--- config.mk ---
export PLATFORM = sky130hd
export DESIGN_NAME = prog_delay_line_flat
export DESIGN_NICKNAME = d
export VERILOG_FILES = /design/src/rtl/dsp_pkg.sv /design/src/rtl/prog_delay_line_if.sv /design/src/rtl/delay_tap_lane.sv /design/src/rtl/prog_delay_line.sv /design/src/flat_wrapper.sv
export SDC_FILE = /design/constraint.sdc
export NUM_CORES = 1
export LEC_CHECK = 0
export ABC_AREA = 1
export ABC_CLOCK_PERIOD_IN_PS = 56300
export CORE_ASPECT_RATIO = 1.2
export CORE_UTILIZATION = 69
export CTS_BUF_LIST = sky130_fd_sc_hd__clkbuf_4
export CTS_CLUSTER_SIZE = 25
export DETAILED_ROUTE_END_ITERATION = 12
export HOLD_SLACK_MARGIN = 0.05
export PLACE_DENSITY = 0.91
export SKIP_LAST_GASP = 1
export SLEW_MARGIN = 30
export SYNTH_ARGS = -nofsm -noshare
export SYNTH_HDL_FRONTEND = slang
export SYNTH_SLANG_ARGS = --single-unit
--- constraint.sdc ---
create_clock -name clk -period 56.3 [get_ports clk]
set_clock_uncertainty 0.15 [all_clocks]
set_input_delay 11.26 -clock clk [delete_from_list [all_inputs] [get_ports clk]]
set_output_delay 11.26 -clock clk [all_outputs]
set_load 0.01 [all_outputs]
--- src/rtl/dsp_pkg.sv ---
// ----------------------------------------------------------------------------
// dsp_pkg
// Shared helpers for DSP datapath blocks.
//   DEFAULT_WIDTH : default per-lane data width
//   clog2()       : ceiling log2, usable in constant expressions
//   clamp_delay() : folds a requested delay into the supported range 1..max_delay
// ----------------------------------------------------------------------------
package dsp_pkg;

    localparam int unsigned DEFAULT_WIDTH = 32;

    function automatic int unsigned clog2(input int unsigned value);
        int unsigned res;
        res = 0;
        while ((64'(1) << res) < 64'(value)) begin
            res++;
        end
        return res;
    endfunction

    // Zero has no meaning as a tap, so it maps to the shortest delay.
    function automatic int unsigned clamp_delay(input int unsigned delay,
                                                input int unsigned max_delay);
        if (delay == 0) begin
            return 1;
        end
        if (delay > max_delay) begin
            return max_delay;
        end
        return delay;
    endfunction

endpackage

--- src/rtl/prog_delay_line_if.sv ---
// ----------------------------------------------------------------------------
// prog_delay_line_if
// Stream + control bundle of the programmable delay line.
//   ce         : advance enable
//   din        : packed lane data, lane 0 in LSBs
//   din_valid  : qualifies din on ce cycles
//   delay      : requested delay (clamped inside the block)
//   dout       : delayed lane data (raw tap)
//   dout_valid : qualifies dout
//   primed     : history depth covers the active delay
// master drives the input side, slave is the delay line itself.
// ----------------------------------------------------------------------------
interface prog_delay_line_if import dsp_pkg::*; #(
    parameter int unsigned WIDTH     = DEFAULT_WIDTH,
    parameter int unsigned CHANNELS  = 1,
    parameter int unsigned MAX_DELAY = 16
);

    localparam int unsigned DW = clog2(MAX_DELAY + 1);

    logic                      ce;
    logic [CHANNELS*WIDTH-1:0] din;
    logic                      din_valid;
    logic [DW-1:0]             delay;
    logic [CHANNELS*WIDTH-1:0] dout;
    logic                      dout_valid;
    logic                      primed;

    modport master (
        output ce, din, din_valid, delay,
        input  dout, dout_valid, primed
    );

    modport slave (
        input  ce, din, din_valid, delay,
        output dout, dout_valid, primed
    );

endinterface

--- src/rtl/delay_tap_lane.sv ---
// ----------------------------------------------------------------------------
// delay_tap_lane
// One data lane: MAX_DELAY-deep shift chain advancing on ce, read through a
// tap mux. tap_idx = k selects the sample shifted in k+1 ce-edges ago.
//   clk, rst : clock, synchronous active-high reset (clears all stages)
//   ce       : shift enable
//   din      : lane input word
//   tap_idx  : stage select (active delay - 1)
//   dout     : selected stage
// ----------------------------------------------------------------------------
module delay_tap_lane #(
    parameter int unsigned WIDTH     = 32,
    parameter int unsigned MAX_DELAY = 16,
    parameter int unsigned IW        = 4
) (
    input  logic             clk,
    input  logic             rst,
    input  logic             ce,
    input  logic [WIDTH-1:0] din,
    input  logic [IW-1:0]    tap_idx,
    output logic [WIDTH-1:0] dout
);

    logic [WIDTH-1:0] stage_q [MAX_DELAY];

    always_ff @(posedge clk) begin
        if (rst) begin
            for (int k = 0; k < MAX_DELAY; k++) begin
                stage_q[k] <= '0;
            end
        end else if (ce) begin
            stage_q[0] <= din;
            for (int k = 1; k < MAX_DELAY; k++) begin
                stage_q[k] <= stage_q[k-1];
            end
        end
    end

    assign dout = stage_q[tap_idx];

endmodule

--- src/rtl/prog_delay_line.sv ---
// ----------------------------------------------------------------------------
// prog_delay_line
// Run-time programmable pipeline delay for CHANNELS parallel lanes sharing a
// valid sideband, clock enable and delay setting.
//   clk : system clock
//   rst : synchronous active-high reset
//   bus : prog_delay_line_if.slave (ce, din, din_valid, delay in;
//         dout, dout_valid, primed out)
// Holds the shared valid chain, active delay, fill counter and change detect;
// the data chains live in one delay_tap_lane per channel.
// ----------------------------------------------------------------------------
module prog_delay_line import dsp_pkg::*; #(
    parameter int unsigned WIDTH     = DEFAULT_WIDTH,
    parameter int unsigned CHANNELS  = 1,
    parameter int unsigned MAX_DELAY = 16
) (
    input logic              clk,
    input logic              rst,
    prog_delay_line_if.slave bus
);

    localparam int unsigned DW = clog2(MAX_DELAY + 1);
    localparam int unsigned IW = clog2(MAX_DELAY);

    logic [DW-1:0]             delay_req;
    logic [DW-1:0]             cur_delay_q, cur_delay_d;
    logic [DW-1:0]             fill_q, fill_d;
    logic [MAX_DELAY-1:0]      valid_q, valid_d;
    logic [IW-1:0]             tap_idx;
    logic                      delay_change;
    logic                      primed;
    logic [CHANNELS*WIDTH-1:0] dout_all;

    assign delay_req    = DW'(clamp_delay(32'(bus.delay), MAX_DELAY));
    assign delay_change = (delay_req != cur_delay_q);
    assign tap_idx      = IW'(cur_delay_q - DW'(1));

    always_comb begin
        cur_delay_d = cur_delay_q;
        fill_d      = fill_q;
        valid_d     = valid_q;
        if (bus.ce) begin
            valid_d = {valid_q[MAX_DELAY-2:0], bus.din_valid};
        end
        // Any change of the active tap restarts blanking; stage contents are kept.
        if (delay_change) begin
            cur_delay_d = delay_req;
            fill_d      = bus.ce ? DW'(1) : '0;
        end else if (bus.ce && (fill_q < DW'(MAX_DELAY))) begin
            fill_d = fill_q + DW'(1);
        end
    end

    always_ff @(posedge clk) begin
        if (rst) begin
            cur_delay_q <= delay_req;
            fill_q      <= '0;
            valid_q     <= '0;
        end else begin
            cur_delay_q <= cur_delay_d;
            fill_q      <= fill_d;
            valid_q     <= valid_d;
        end
    end

    for (genvar c = 0; c < CHANNELS; c++) begin : g_lane
        delay_tap_lane #(
            .WIDTH     (WIDTH),
            .MAX_DELAY (MAX_DELAY),
            .IW        (IW)
        ) u_lane (
            .clk     (clk),
            .rst     (rst),
            .ce      (bus.ce),
            .din     (bus.din[c*WIDTH +: WIDTH]),
            .tap_idx (tap_idx),
            .dout    (dout_all[c*WIDTH +: WIDTH])
        );
    end

    assign primed         = (fill_q >= cur_delay_q);
    assign bus.primed     = primed;
    assign bus.dout_valid = primed & valid_q[tap_idx];
    assign bus.dout       = dout_all;

endmodule

--- src/flat_wrapper.sv ---
// flat-port wrapper written by rule: the top's interface ports become plain ports
module prog_delay_line_flat import dsp_pkg::*;
#(
    parameter int unsigned WIDTH     = DEFAULT_WIDTH,
    parameter int unsigned CHANNELS  = 1,
    parameter int unsigned MAX_DELAY = 16
)
  (clk, rst, bus_ce, bus_din, bus_din_valid, bus_delay, bus_dout, bus_dout_valid, bus_primed);
  prog_delay_line_if #(.WIDTH(WIDTH), .CHANNELS(CHANNELS), .MAX_DELAY(MAX_DELAY)) bus_i ();
  input logic clk;
  input logic rst;
  input wire logic [$bits(bus_i.ce)-1:0] bus_ce;
  input wire logic [$bits(bus_i.din)-1:0] bus_din;
  input wire logic [$bits(bus_i.din_valid)-1:0] bus_din_valid;
  input wire logic [$bits(bus_i.delay)-1:0] bus_delay;
  output wire logic [$bits(bus_i.dout)-1:0] bus_dout;
  output wire logic [$bits(bus_i.dout_valid)-1:0] bus_dout_valid;
  output wire logic [$bits(bus_i.primed)-1:0] bus_primed;
  assign bus_i.ce = bus_ce;
  assign bus_i.din = bus_din;
  assign bus_i.din_valid = bus_din_valid;
  assign bus_i.delay = bus_delay;
  assign bus_dout = bus_i.dout;
  assign bus_dout_valid = bus_i.dout_valid;
  assign bus_primed = bus_i.primed;
  prog_delay_line #(.WIDTH(WIDTH), .CHANNELS(CHANNELS), .MAX_DELAY(MAX_DELAY)) u_core (.clk(clk), .rst(rst), .bus(bus_i));
endmodule
==> flow_results.org <==
** Run status
- The run finished with clean final reports.

** CTS
- Resize count post-CTS :: 0
- The clock reaches the later pin of the worst-skew pair after 850 ps.
- After clock tree synthesis, the clock-pin slew on the worst setup and hold paths is 60 ps.
- Clock tree synthesis selected as its root buffer the cell clkbuf_4.
- Total of hold buffers inserted after clock tree synthesis :: 0
- In this run the post-CTS setup repair buffer count came out at 0.
- TritonCTS buffer count :: 134
- Depth of the CTS H-tree :: 4
- Counting along the longest clock path gives a buffer depth of 3.
- Clock tree sinks :: about 540
- Clock tree from TritonCTS :: done

** Worst setup path
- Startpoint kind of the worst setup timing path :: flip-flop
- At the worst endpoint, the arrival time is 4760 ps.
- Largest fanout on the critical path :: 97
- Origin of the worst setup path :: u_core.cur_delay_q[0]
- The critical path is of the reg2out type.
- Setup crit end :: bus_dout[24]
- The worst register-to-register path ends at u_core.cur_delay_q[0].
- The startpoint identified for the worst register-to-register timing path is u_core.cur_delay_q[0].
- For flop-to-flop paths, the worst setup slack is 54240 ps.
- The worst setup path is captured at a primary output.
- The worst register-to-register path has a depth of 4.
- Data on the critical path is required at its endpoint by approximately 45000 ps.

** Layout
- Core Util, Final :: approximately 77%
- Area growth syn-to-layout :: 9.889%
- Total Nets Final :: ~2700
- Number of filler instances in the final layout :: between 2000 and 2500
- Share of post-route cells with drive strength above 1 :: 8.751%
- Excluding fillers, the count of instances in the completed layout stands at between 3000 and 4000.

** Synth
- Most used flip-flop cell after synthesis :: edfxtp_1
- Post-Synthesis Cell Area :: 25000 um^2
- After synthesis, flip-flops and latches occupy 63.78% of the total area.
- Post-synth ARST share :: 0%
- A synthesized cell averages approximately 9.6 um^2.
- The number of different library cells used by synthesis comes to 28.
- Synthesis handed over a netlist of ~2600 instances.
- In this run, synthesis produced a sequential element count of around 540.
- The Yosys step of the flow raised 0 warnings.
- When the netlist entered floorplanning its net count stood at between 2000 and 3000.
- EDFF count, synth :: 517

** STA
- For this run, the top clock speed supported by timing is ~60 MHz.
- The worst path meets setup with between 40000 and 50000 ps of slack.
- RSZ-0062 raised after global routing :: false
- In the final timing run, aggregate negative setup slack is 0 ps.
- Shortest clock period the worst path allows after layout :: 16170 ps
- The max-slew violation count came to 0.
- Post-route fraction of the period consumed by the critical path :: about 29%
- Slew margin rel. :: between 30% and 40%
- Setup violations remaining at the end of the flow were counted as 0.
- Measured slew at the worst slew-check pin :: between 1000 and 1500 ps
- Number of hold violations in the final report :: 0

** Die
- The die is 210.5 um tall.
- Core Box Area :: 35750 um^2
- I/O Pins :: 75
- Starting Density :: between 60% and 70%
- The floorplan step defined a die boundary enclosing 37000 um^2.
- Chip width :: between 150 and 200 um
- The initialized floorplan defines 76 standard-cell rows.

** Min path
- The path class of the tightest hold or removal check is reg2reg.
- Along the worst hold path, the cell count comes to 2.

** Placed design
- At the placement stage, the worst setup path has a slack of 40150 ps.
- Dpl cells :: about 3000
- DP Wirelength :: 29560 um
- Number of buffers added on ports :: between 70 and 80
- Routability-driven placement finished with a final weighted congestion of approximately 0.8.

** Global routing
- The number of antenna violations at the first check in global routing came to 3.
- The via count of the first global-routing pass was between 15000 and 20000.
- Global-route total usage across every layer :: about a third
- Entering global routing, the biggest net connects 267 pins.
- Residual overflow from global routing :: 0
- Wire length of the first global-routing pass :: between 90000 and 100000 um

** Drt
- Using the TritonRoute via totals, the vias-per-cell ratio works out to approximately 6.
- Once detail routing completed, the nets flagged for antenna violations numbered 0.
- DRC :: 0
- Routed wire length per instance :: 18.02 um
- The first TritonRoute pass finished after 6 iterations.
- The routed layout has 19350 vias.
- Overall routed net length :: 58090 um
- The first routing iteration left about 3000 violations.

** Power
- Maximum vdd ir drop :: around 22 uV
- Total power :: ~0.96 mW
- For this design the static power due to leakage is 11.19 nW.
- Power spread over the standard cell area amounts to 35.06 nW/um^2.

** Flow run
- Max-Cap Viols :: 0
[metrics by stage]
step	hold slack, ps	area (um^2)
floorplan	306.1	25000
global placement	320.2	25700
detailed placement	338.2	25750
CTS	350.6	27420
global route	379.0	27470
finish	362.8	27470
[routing by layer]
metal | part of all wire, % | GRT usage, % | vias to the layer above | routed length (um)
met5 | 0 | 0 | - | 0
met4 | 4.3 | 18.20 | 0 | 2482
met3 | 9.8 | 6.692 | 253 | 5697
met2 | 50 | 51.47 | 1374 | 28930
met1 | 36 | 39.16 | 9029 | 20980
li1 | - | - | 8695 | -
[synthesized netlist by cell type (5+ instances only)]
library cell  number  area [um^2]
clkbuf_1          87        326.6
buf_6             11        123.9
ha_1               7        87.58
nand2_1           53        198.9
inv_1            546         2049
a21oi_1          268         1341
nor2_1           525         1971
o21ai_0          261         1306
dfxtp_1           21        420.4
edfxtp_1         517        15520
nand4_1            5        31.28
o22ai_1           14        87.58
buf_2             65        325.3
nand3_1          197        986.0
o21ai_1            8        40.04
[where the power goes]
group / internal (mW) / switching (mW) / total, mW / leakage, nW
combinational: 0.0504 / 0.104 / 0.154 / 4.30
clock: 0.175 / 0.156 / 0.331 / 1.01
sequential: 0.467 / 0.0110 / 0.478 / 5.88
[worst min path at each step]
| stage | start | to | slack, ps |
|---|---|---|---|
| after detailed placement | u_core.valid_q[0] | u_core.valid_q[1] | 340 |
| after floorplan | u_core.valid_q[15] | u_core.valid_q[15] | 310 |
| after global routing | u_core.valid_q[0] | u_core.valid_q[1] | 380 |
| after global placement | u_core.valid_q[0] | u_core.valid_q[1] | 320 |
| final | u_core.valid_q[4] | u_core.valid_q[5] | 360 |
| after CTS | u_core.valid_q[7] | u_core.valid_q[8] | 350 |
[cell usage in the layout, fill, tap and decap left out, types with 2 or more instances in the layout]
cell	instances
nor2_1	525
xor2_1	3
nand3_2	3
clkinv_2	6
clkbuf_4	193
ha_1	6
clkinv_1	16
nand2_1	52
dfxtp_1	21
nand4_1	5
buf_12	2
clkdlybuf4s50_1	73
buf_4	6
inv_2	7
bufinv_16	4
o21ai_1	8
inv_1	545
buf_6	8
a21oi_1	268
edfxtp_1	517
nand3_1	197
o22ai_1	14
buf_16	2
o21ai_0	261
[logic make-up after synthesis]
kind of cell / count (synthesis) / share of synthesized area [%]
adder cells (fa/ha/maj): 7 / 0.3503
AND/OR/NAND/NOR: 784 / 12.89
AO/OA/AOI/OAI: 554 / 11.21
XOR/XNOR: 5 / 0.2052
multiplexers: 1 / 0.04504
buffers and inverters: 718 / 11.53
flip-flops: 538 / 63.78
[sequential cells by signal, indices dropped and copies added, names as in the netlist]
signal	flops
u_core.fill_q	5
u_core.valid_q	16
u_core.cur_delay_q	5
u_core.g_lane.u_lane.stage_q	512
[area by class of cell]
class	instances	area, um^2	share of cell area, %
antenna	1	2.502	0.009108
clock buffer	193	1449	5.274
clock inverter	31	229.0	0.8334
inverter	550	2079	7.569
multi-input combinational	1351	6222	22.65
sequential	538	15950	58.04
tap	468	585.6	2.131
timing repair buffer	91	960.9	3.498
[critical path, cell delays in order (launching register included)]
cell and delay [ps]:
edfxtp_1 490, inv_6 450, ha_4 460, inv_4 470, buf_6 780, a21oi_1 100, o21ai_0 160, nand3_1 150
nand3_1 210, nand2_1 100, clkdlybuf4s50_1 490
(Power assumes the default switching activity.)
